File: src/rtl/mul_div_pkg.sv
// mul_div_pkg: shared FSM state type and width helpers for the BCD divider datapath.
package mul_div_pkg;
    typedef enum logic [1:0] {IDLE, CONV, DIV, DONE} state_t;
    localparam int N_DEF = 8;
    localparam int CNT_W = $clog2(2*N_DEF+1);
    function automatic int bcd_width(input int n);
        return ((2*n)/3+1)*4;
    endfunction
endpackage

File: src/rtl/bcd_to_bin_seq.sv
// bcd_to_bin_seq: reverse double-dabble engine, one bit of binary per step.
// residue_nz reflects the BCD residue produced by the step in progress.
module bcd_to_bin_seq import mul_div_pkg::*; #(
    parameter int N     = 8,
    parameter int BCD_W = bcd_width(N)
) (
    input  logic             clk,
    input  logic             reset,
    input  logic             load,
    input  logic             step,
    input  logic [BCD_W-1:0] bcd_in,
    output logic [2*N-1:0]   bin_out,
    output logic             residue_nz
);
    logic [BCD_W-1:0] bcd_reg, bcd_nxt;
    logic [2*N-1:0]   bin_nxt;
    always_comb begin
        bin_nxt = {bcd_reg[0], bin_out[2*N-1:1]};
        bcd_nxt = bcd_reg >> 1;
        for (int i = 0; i < BCD_W/4; i++)
            bcd_nxt[4*i+:4] = (bcd_nxt[4*i+:4] >= 4'd8) ? bcd_nxt[4*i+:4] - 4'd3 : bcd_nxt[4*i+:4];
    end
    assign residue_nz = |bcd_nxt;
    always_ff @(posedge clk or negedge reset) begin
        if (!reset) begin
            bcd_reg <= '0;
            bin_out <= '0;
        end else if (load) begin
            bcd_reg <= bcd_in;
            bin_out <= '0;
        end else if (step) begin
            bcd_reg <= bcd_nxt;
            bin_out <= bin_nxt;
        end
    end
endmodule

File: src/rtl/bcd_divider.sv
// bcd_divider: packed-BCD dividend / binary divisor via BCD->binary conversion then restoring division.
// Optional BCD_DIGIT_CHECK_EN adds err_digit and rejects nibbles above 9 on the start cycle.
module bcd_divider import mul_div_pkg::*; #(
    parameter int N     = 8,
    parameter int BCD_W = bcd_width(N)
) (
    input  logic             clk,
    input  logic             reset,
    input  logic             start,
    input  logic [BCD_W-1:0] bcd_in,
    input  logic [N-1:0]     divisor,
    output logic [2*N-1:0]   quotient,
    output logic [N-1:0]     remainder,
    output logic             busy,
    output logic             done,
    output logic             err_div0,
    output logic             err_ovf
`ifdef BCD_DIGIT_CHECK_EN
    , output logic           err_digit
`endif
);
    localparam int DW = 2*N;
    localparam int CW = $clog2(DW+1);
    localparam int IW = $clog2(DW);
    state_t          state;
    logic [CW-1:0]   cnt;
    logic [N-1:0]    div_reg, rem;
    logic [DW-1:0]   q, bin;
    logic            residue_nz, last, sub_ok, fail;
    logic [IW-1:0]   idx;
    logic [N:0]      t;
    bcd_to_bin_seq #(.N(N), .BCD_W(BCD_W)) u_conv (
        .clk(clk), .reset(reset),
        .load(state == IDLE && start), .step(state == CONV),
        .bcd_in(bcd_in), .bin_out(bin), .residue_nz(residue_nz)
    );
    // The converted dividend is read in place, MSB first, instead of being copied.
    assign idx    = IW'(DW-1) - IW'(cnt);
    assign t      = {rem, bin[idx]};
    assign sub_ok = t >= {1'b0, div_reg};
    assign last   = cnt == CW'(DW-1);
`ifdef BCD_DIGIT_CHECK_EN
    logic bad_digit;
    always_comb begin
        bad_digit = 1'b0;
        for (int i = 0; i < BCD_W/4; i++) bad_digit = bad_digit | (bcd_in[4*i+:4] > 4'd9);
    end
    assign fail = err_ovf | err_div0 | err_digit;
`else
    assign fail = err_ovf | err_div0;
`endif
    always_ff @(posedge clk or negedge reset) begin
        if (!reset) begin
            state     <= IDLE;
            cnt       <= '0;
            div_reg   <= '0;
            rem       <= '0;
            q         <= '0;
            quotient  <= '0;
            remainder <= '0;
            busy      <= 1'b0;
            done      <= 1'b0;
            err_div0  <= 1'b0;
            err_ovf   <= 1'b0;
`ifdef BCD_DIGIT_CHECK_EN
            err_digit <= 1'b0;
`endif
        end else begin
            done <= 1'b0;
            case (state)
                IDLE: if (start) begin
                    div_reg  <= divisor;
                    cnt      <= '0;
                    rem      <= '0;
                    q        <= '0;
                    err_div0 <= 1'b0;
                    err_ovf  <= 1'b0;
`ifdef BCD_DIGIT_CHECK_EN
                    err_digit <= bad_digit;
                    busy      <= !bad_digit;
                    state     <= bad_digit ? DONE : CONV;
`else
                    busy  <= 1'b1;
                    state <= CONV;
`endif
                end
                CONV: begin
                    cnt <= last ? '0 : cnt + 1'b1;
                    if (last) begin
                        err_ovf  <= residue_nz;
                        err_div0 <= !residue_nz && div_reg == '0;
                        busy     <= !residue_nz && div_reg != '0;
                        state    <= (residue_nz || div_reg == '0) ? DONE : DIV;
                    end
                end
                DIV: begin
                    rem   <= N'(sub_ok ? t - {1'b0, div_reg} : t);
                    q     <= {q[DW-2:0], sub_ok};
                    cnt   <= last ? '0 : cnt + 1'b1;
                    busy  <= !last;
                    state <= last ? DONE : DIV;
                end
                DONE: begin
                    quotient  <= fail ? '1 : q;
                    remainder <= fail ? '0 : rem;
                    done      <= 1'b1;
                    state     <= IDLE;
                end
            endcase
        end
    end
endmodule
File: config.mk
export PLATFORM = sky130hd
export DESIGN_NAME = bcd_divider
export DESIGN_NICKNAME = d
export VERILOG_FILES = /design/src/rtl/mul_div_pkg.sv /design/src/rtl/bcd_to_bin_seq.sv /design/src/rtl/bcd_divider.sv
export SDC_FILE = /design/constraint.sdc
export NUM_CORES = 1
export LEC_CHECK = 0
export CAP_MARGIN = 20
export CORE_MARGIN = 3
export CORE_UTILIZATION = 51
export DETAILED_ROUTE_END_ITERATION = 8
export PLACE_DENSITY = 0.77
export SLEW_MARGIN = 40
export SYNTH_ARGS = -nofsm -noshare
export SYNTH_HDL_FRONTEND = slang
export SYNTH_SLANG_ARGS = --single-unit
File: constraint.sdc
create_clock -name clk -period 3.3 [get_ports clk]
set_clock_uncertainty 0.2 [all_clocks]
set_input_delay 0.33 -clock clk [delete_from_list [all_inputs] [get_ports clk]]
set_output_delay 0.33 -clock clk [all_outputs]
set_load 0.005 [all_outputs]
==> results.yml, run 1 <==
synth:
  async_flop_share: 1.00
  yosysTopAreaCell: "dfrtp_1"
  synth.cells.most_frequent: "dfrtp_1 (107), nand2_1 (82), nor2_1 (34), o21ai_0 (34), inv_1 (33)"
  yosys-top-cells-area: "dfrtp_1 (49%), nand2_1 (5.6%), ha_1 (5.3%)"
  synth_edf_count: 0
  syn-num-nets: 608
  synth.yosys.seq_area_share: 0.489
  synth_top_area_frac: 0.489
  synth.cell_area_sq_um: 5480
  synth_cells: 549
  synth_most_common_cell: "dfrtp_1"
  ys_ff_latch: 107
  synthDistinctLibCells: 55
  ys.flop_type: "dfrtp_1"
  yosysWarnings: 0
  syn_area_per_cell_sq_um: 9.98
drt:
  routed_wl_microns: 11200
  drt_first_pass_iters: 5
  via_count: 4166
  drtIter0Drc: 189
  post_drt_wl_per_cell_microns: 15.1
  antenna_left: 0
  drc: 0
  post_drt_via_cell_ratio: 5.62
power:
  pwr-share-clk: 0.134
  switching_share: 0.419
  pwr-share-seq: 0.369
  power.share.combinational: 0.497
  irDropWorstVdd_uv: 481
  p_sw_w: 0.00258
  p_leak_nw: 2.85
  p_per_area_nw_per_um2: 958
  p_int_w: 0.00358
cells_and_area:
  post-route-util: 0.620
  drive_above_1_share: 0.0760
  area_growth_pct: 17.5
  multi_input_area_sq_um: 2550
  final_area_sq_um: 6430
  register_area_sq_um: 2680
  final_nets: 659
  antennaDiodeCount: 0
  fillers: 868
  largest_reg_flops: 24
global_route:
  grt_usage: 0.194
  grt_start_max_net_pins: 72
  overflow: 0
  first_global_vias: 3921
  antenna_found_initial: 0
  grt_pass1_wl_microns: 18600
timing:
  finalSetupTns_ns: 0
  worstMarginPinSlew_ns: 0.656
  grt_setup_unrepaired: "yes"
  whs_ns: 0.272
  hold_viol_final: 0
  finalMaxSlewViolations: 0
  setup_viol: 0
  fin_crit_sh: 0.960
  slew_headroom: 0.562
  fmax_mhz: 316
  fin_crit_ns: 3.17
critical_path:
  crit_type: "flip-flop to flip-flop"
  critPathRequiredTime_ns: 3.40
  reg2reg_setup_slack_ns: 0.13
  arrival_ns: 3.27
  setup.worst_path.end_class: "flip-flop"
  cpMaxStageDelayCell: "mux4_2"
  path_delay_family: "multiplexers"
  crit_top_cell: "mux4_2"
  path_max_fanout: 5
  cp_num_buf_inv: 1
  max_stage_delay_ns: 0.53
  critPathLaunchType: "flip-flop"
  path_cells: "mux4_2 > mux4_2 > inv_2 > ha_4 > fa_2 > nand2b_4 > a21oi_2 > or4b_1 > a31o_1 > o21ai_1"
die:
  core_area_sq_um: 10400
  die_h_microns: 110
  dieWidth_microns: 110
  start_util: 0.528
  rows: 37
  dieArea_sq_um: 12000
  pin_count: 63
place:
  hpwl_microns: 7790
  place.gp.congestion: 0.890
  dpl-instance-area_sq_um: 6190
  port_buffers: 62
cts:
  clk_path_buf_depth: 2
  clk_latency_ns: 0.38
  cts-root-buf: "clkbuf_8"
  cts_made_buffers: 9
  cts_tree: "yes"
  cts_htree_levels: 3
  cts_sinks: 107
  clk_pin_slew_worst_paths_ns: 0.12
run_status:
  outcome: "complete, no violations"
flow_run:
  drv_cap: 0
hold_path:
  hp-class: "input port to flip-flop"
==> routing by layer <==
| metal | GRT usage | wire [microns] | vias to the layer above |
|---|---|---|---|
| met5 | 0 | 0 | - |
| met4 | 0.0686 | 194 | 0 |
| met3 | 0.0294 | 516 | 19 |
| met2 | 0.318 | 5440 | 101 |
| met1 | 0.262 | 5050 | 2014 |
| li1 | - | - | 2032 |
==> path summary, 6_finish.rpt <==
| path | from | end | cells past startpoint |
|---|---|---|---|
| min in group asynchronous | reset | remainder[3] | 2 |
| setup / recovery | cnt[0] | rem[6] | 10 |
| setup reg to reg | cnt[0] | rem[6] | 10 |
| hold / removal | bcd_in[13] | u_conv.bcd_reg[13] | 3 |
| max in group asynchronous | reset | u_conv.bcd_reg[9] | 3 |
| hold reg to reg | quotient[12] | quotient[12] | 1 |
==> layout make-up <==
class                      count  area share
sequential                   107       0.416
multi-input combinational    376       0.396
timing repair buffer          73       0.110
tap                          136      0.0264
clock buffer                   9      0.0193
inverter                      33      0.0193
clock inverter                 7      0.0126
==> per-stage QoR <==
step / total power [W] / worst slack (ns) / cells
after global routing: 0.00667 / -0.0144 / 741
after CTS: 0.00615 / 0.0400 / 741
after global placement: 0.00515 / 0.00996 / 723
after detailed placement: 0.00529 / -0.0364 / 723
final: 0.00617 / 0.133 / 741
after floorplan: 0.00439 / 0.209 / 549
==> power groups by stage <==
stage / clock network [W] / registers [W] / logic, W
6_report: 0.000825 / 0.00228 / 0.00307
5_1_grt: 0.000902 / 0.00235 / 0.00342
4_1_cts: 0.000848 / 0.00227 / 0.00303
3_5_place_dp: 0 / 0.00230 / 0.00299
3_3_place_gp: 0 / 0.00227 / 0.00287
2_1_floorplan: 0 / 0.00214 / 0.00225
==> layout by cell type (no fill, tap or decap), types with 4 or more instances in the layout <==
cell	count
o22a_1	16
o211ai_1	9
nor4_1	5
o22ai_1	4
a21oi_1	12
dfrtp_1	106
o21ai_1	20
clkbuf_8	9
o21ai_0	34
a22o_1	17
nand3_1	9
inv_1	32
ha_1	21
o31ai_1	4
mux2i_1	25
nor2b_1	14
nor2_1	34
xnor2_1	10
nand2_1	82
mux4_2	5
a31oi_1	5
clkdlybuf4s50_1	61
buf_4	10
==> worst reg2reg max path: stages, from the launching register on <==
cell	delay, ns
dfrtp_2	0.46
mux4_2	0.52
mux4_2	0.53
inv_2	0.09
ha_4	0.13
fa_2	0.21
nand2b_4	0.13
a21oi_2	0.06
or4b_1	0.47
a31o_1	0.19
o21ai_1	0.10
==> logic make-up (layout without fill, tap and decap cells) <==
kind of cell	Yosys count	in the layout	synth area share
flops	107	107	0.489
mux	33	33	0.0745
compound gates	137	137	0.167
buf+inv	66	122	0.0493
simple gates	170	170	0.145
xor+xnor	12	12	0.0192
fa+ha+maj	24	24	0.0562
==> timing repair <==
item                                    4_1_cts  5_1_grt
pin swaps                                     0        1
endpoints found under the setup margin        3        4
buffers inserted                              1        0
endpoints found under the hold margin        63        0
hold buffers                                  1        0
cloned                                        0        0
resized for setup                             1        9
(Power assumes the default switching activity.)
==> run 2, diff against run 1 <==
--- a/config.mk
+++ b/config.mk
@@ -7,9 +7,9 @@
 export LEC_CHECK = 0
 export CAP_MARGIN = 20
 export CORE_MARGIN = 3
-export CORE_UTILIZATION = 51
+export CORE_UTILIZATION = 50
 export DETAILED_ROUTE_END_ITERATION = 8
-export PLACE_DENSITY = 0.77
+export PLACE_DENSITY = 0.75
 export SLEW_MARGIN = 40
 export SYNTH_ARGS = -nofsm -noshare
 export SYNTH_HDL_FRONTEND = slang
==> results.yml, run 2 (synthesis gave the netlist of run 1 again) <==
drt:
  post_drt_wl_per_cell_microns: 15.0
  wl_met1_microns: 5040
  via_count: 4154
  highest_layer: "met4"
  drt_first_pass_iters: 4
  drtIter0Drc: 198
  drc: 0
  routed_wl_microns: 11100
  post_drt_via_cell_ratio: 5.58
  wl_met2_microns: 5370
  wl_met3_microns: 512
  antenna_left: 0
timing:
  grt_setup_unrepaired: "no"
  whs_ns: 0.269
  fin_crit_sh: 0.951
  worstMarginPinSlew_ns: 0.773
  fin_crit_ns: 3.14
  setup_viol: 0
  finalMaxSlewViolations: 0
  slew_headroom: 0.485
  hold_viol_final: 0
  fmax_mhz: 319
die:
  rows: 37
  dieWidth_microns: 111
  die_h_microns: 111
  pin_count: 63
  dieArea_sq_um: 12200
  core_area_sq_um: 10500
  start_util: 0.521
place:
  place.gp.congestion: 0.883
  hpwl_microns: 7730
  port_buffers: 62
critical_path:
  reg2reg_depth: 10
  arrival_ns: 3.25
  setup.worst_path.end_class: "flip-flop"
  max_stage_delay_ns: 0.52
  critPathRequiredTime_ns: 3.41
  crit_type: "flip-flop to flip-flop"
  path_max_fanout: 5
  path_cells: "mux4_2 > mux4_2 > inv_2 > ha_4 > fa_2 > nand2b_4 > a21oi_2 > or4b_1 > a31o_1 > o21ai_1"
  cpMaxStageDelayCell: "mux4_2"
  critPathLaunchType: "flip-flop"
  crit_top_cell: "mux4_2"
cts:
  cts_htree_levels: 3
  cts-root-buf: "clkbuf_8"
  clk_path_buf_depth: 2
  clk_pin_slew_worst_paths_ns: 0.12
  cts_sinks: 107
  clk_latency_ns: 0.38
  cts_made_buffers: 9
  cts_tree: "yes"
global_route:
  antenna_found_initial: 0
  first_global_vias: 4160
  grt_pass1_wl_microns: 19600
  grt_usage: 0.190
  grt_start_max_net_pins: 72
  overflow: 0
cells_and_area:
  drive_above_1_share: 0.0806
  antennaDiodeCount: 0
  final_nets: 662
  area_growth_pct: 18.2
  largest_reg_flops: 24
  layout.cells.most_common_list: "dfrtp_1 (106), nand2_1 (82), clkdlybuf4s50_1 (61)"
  layout_commonest_cell: "dfrtp_1"
run_status:
  outcome: "complete, no violations"
power:
  p_leak_nw: 2.87
  pwr-share-clk: 0.137
  irDropWorstVdd_uv: 449
  pwr-share-seq: 0.366
  power_w: 0.00621
  switching_share: 0.416
  p_sw_w: 0.00259
  power.share.combinational: 0.497
  p_int_w: 0.00362
  p_per_area_nw_per_um2: 959
hold_path:
  min_path_cells: 3
  hp-class: "input port to flip-flop"
flow_run:
  drv_cap: 0
[run 2: cell count changes in the layout (fill, tap and decap cells not counted), sizes merged]
cell,before,now
buf,11,14
clkinv,2,3
inv,38,37
[run 2: power by group through the flow]
stage / registers, W / clock network [W] / logic, W
4_1_cts: 0.00226 / 0.000870 / 0.00303
3_5_place_dp: 0.00230 / 0 / 0.00300
3_3_place_gp: 0.00228 / 0 / 0.00290
2_1_floorplan: 0.00214 / 0 / 0.00225
5_1_grt: 0.00236 / 0.000925 / 0.00348
6_report: 0.00227 / 0.000849 / 0.00309
[run 2: path summary, 6_finish.rpt]
kind                             startpoint                 to  slack, ns
worst max-delay path                 cnt[0]             rem[6]       0.16
worst min-delay path              bcd_in[5]  u_conv.bcd_reg[5]       0.27
worst max register to register       cnt[0]             rem[6]       0.16
worst min register to register  quotient[2]        quotient[2]       0.31
max in group asynchronous             reset        quotient[0]       1.96
min in group asynchronous             reset       remainder[5]       0.31
[run 2: layout make-up]
cell class / instances / area [sq um]
Clock inverter: 7 / 88.8
Timing Repair Buffer: 76 / 742
Fill cell: 876 / 4030
Inverter: 33 / 124
Multi-Input combinational cell: 376 / 2550
Sequential cell: 107 / 2680
Clock buffer: 9 / 124
Tap cell: 136 / 170
[run 2: timing repair]
item | in CTS | in global routing
setup buffers | 1 | 2
gates resized for setup | 1 | 9
hold endpoints to repair | 68 | 0
hold buffers | 1 | 0
pin swaps | 0 | 1
endpoints found under the setup margin | 4 | 4
[run 2: metrics by stage]
step	cells	setup slack [ns]	cell area (sq um)	TNS, ns	utilization
finish	744	0.161	6480	0	0.616
global route	744	0.000643	6480	0	0.616
CTS	742	0.0116	6450	0	0.613
detailed placement	724	-0.0744	6210	-0.0744	0.591
global placement	724	-0.00507	6210	-0.00507	0.591
floorplan	549	0.209	5480	0	-
[run 2: worst max-delay path: cells and delay by family (launching register included)]
kind / cells / cell delay (ns)
AOI/OAI and AO/OA: 3 / 0.34
and+or+nand+nor: 2 / 0.59
muxes: 2 / 1.04
DFF: 1 / 0.46
buffers and inverters: 1 / 0.09
adders and majority gates: 2 / 0.34
[run 2: routing by layer]
layer | track usage | vias up
met5 | 0 | -
met4 | 0.0722 | 0
met3 | 0.0393 | 24
met2 | 0.309 | 102
met1 | 0.252 | 1995
li1 | - | 2033
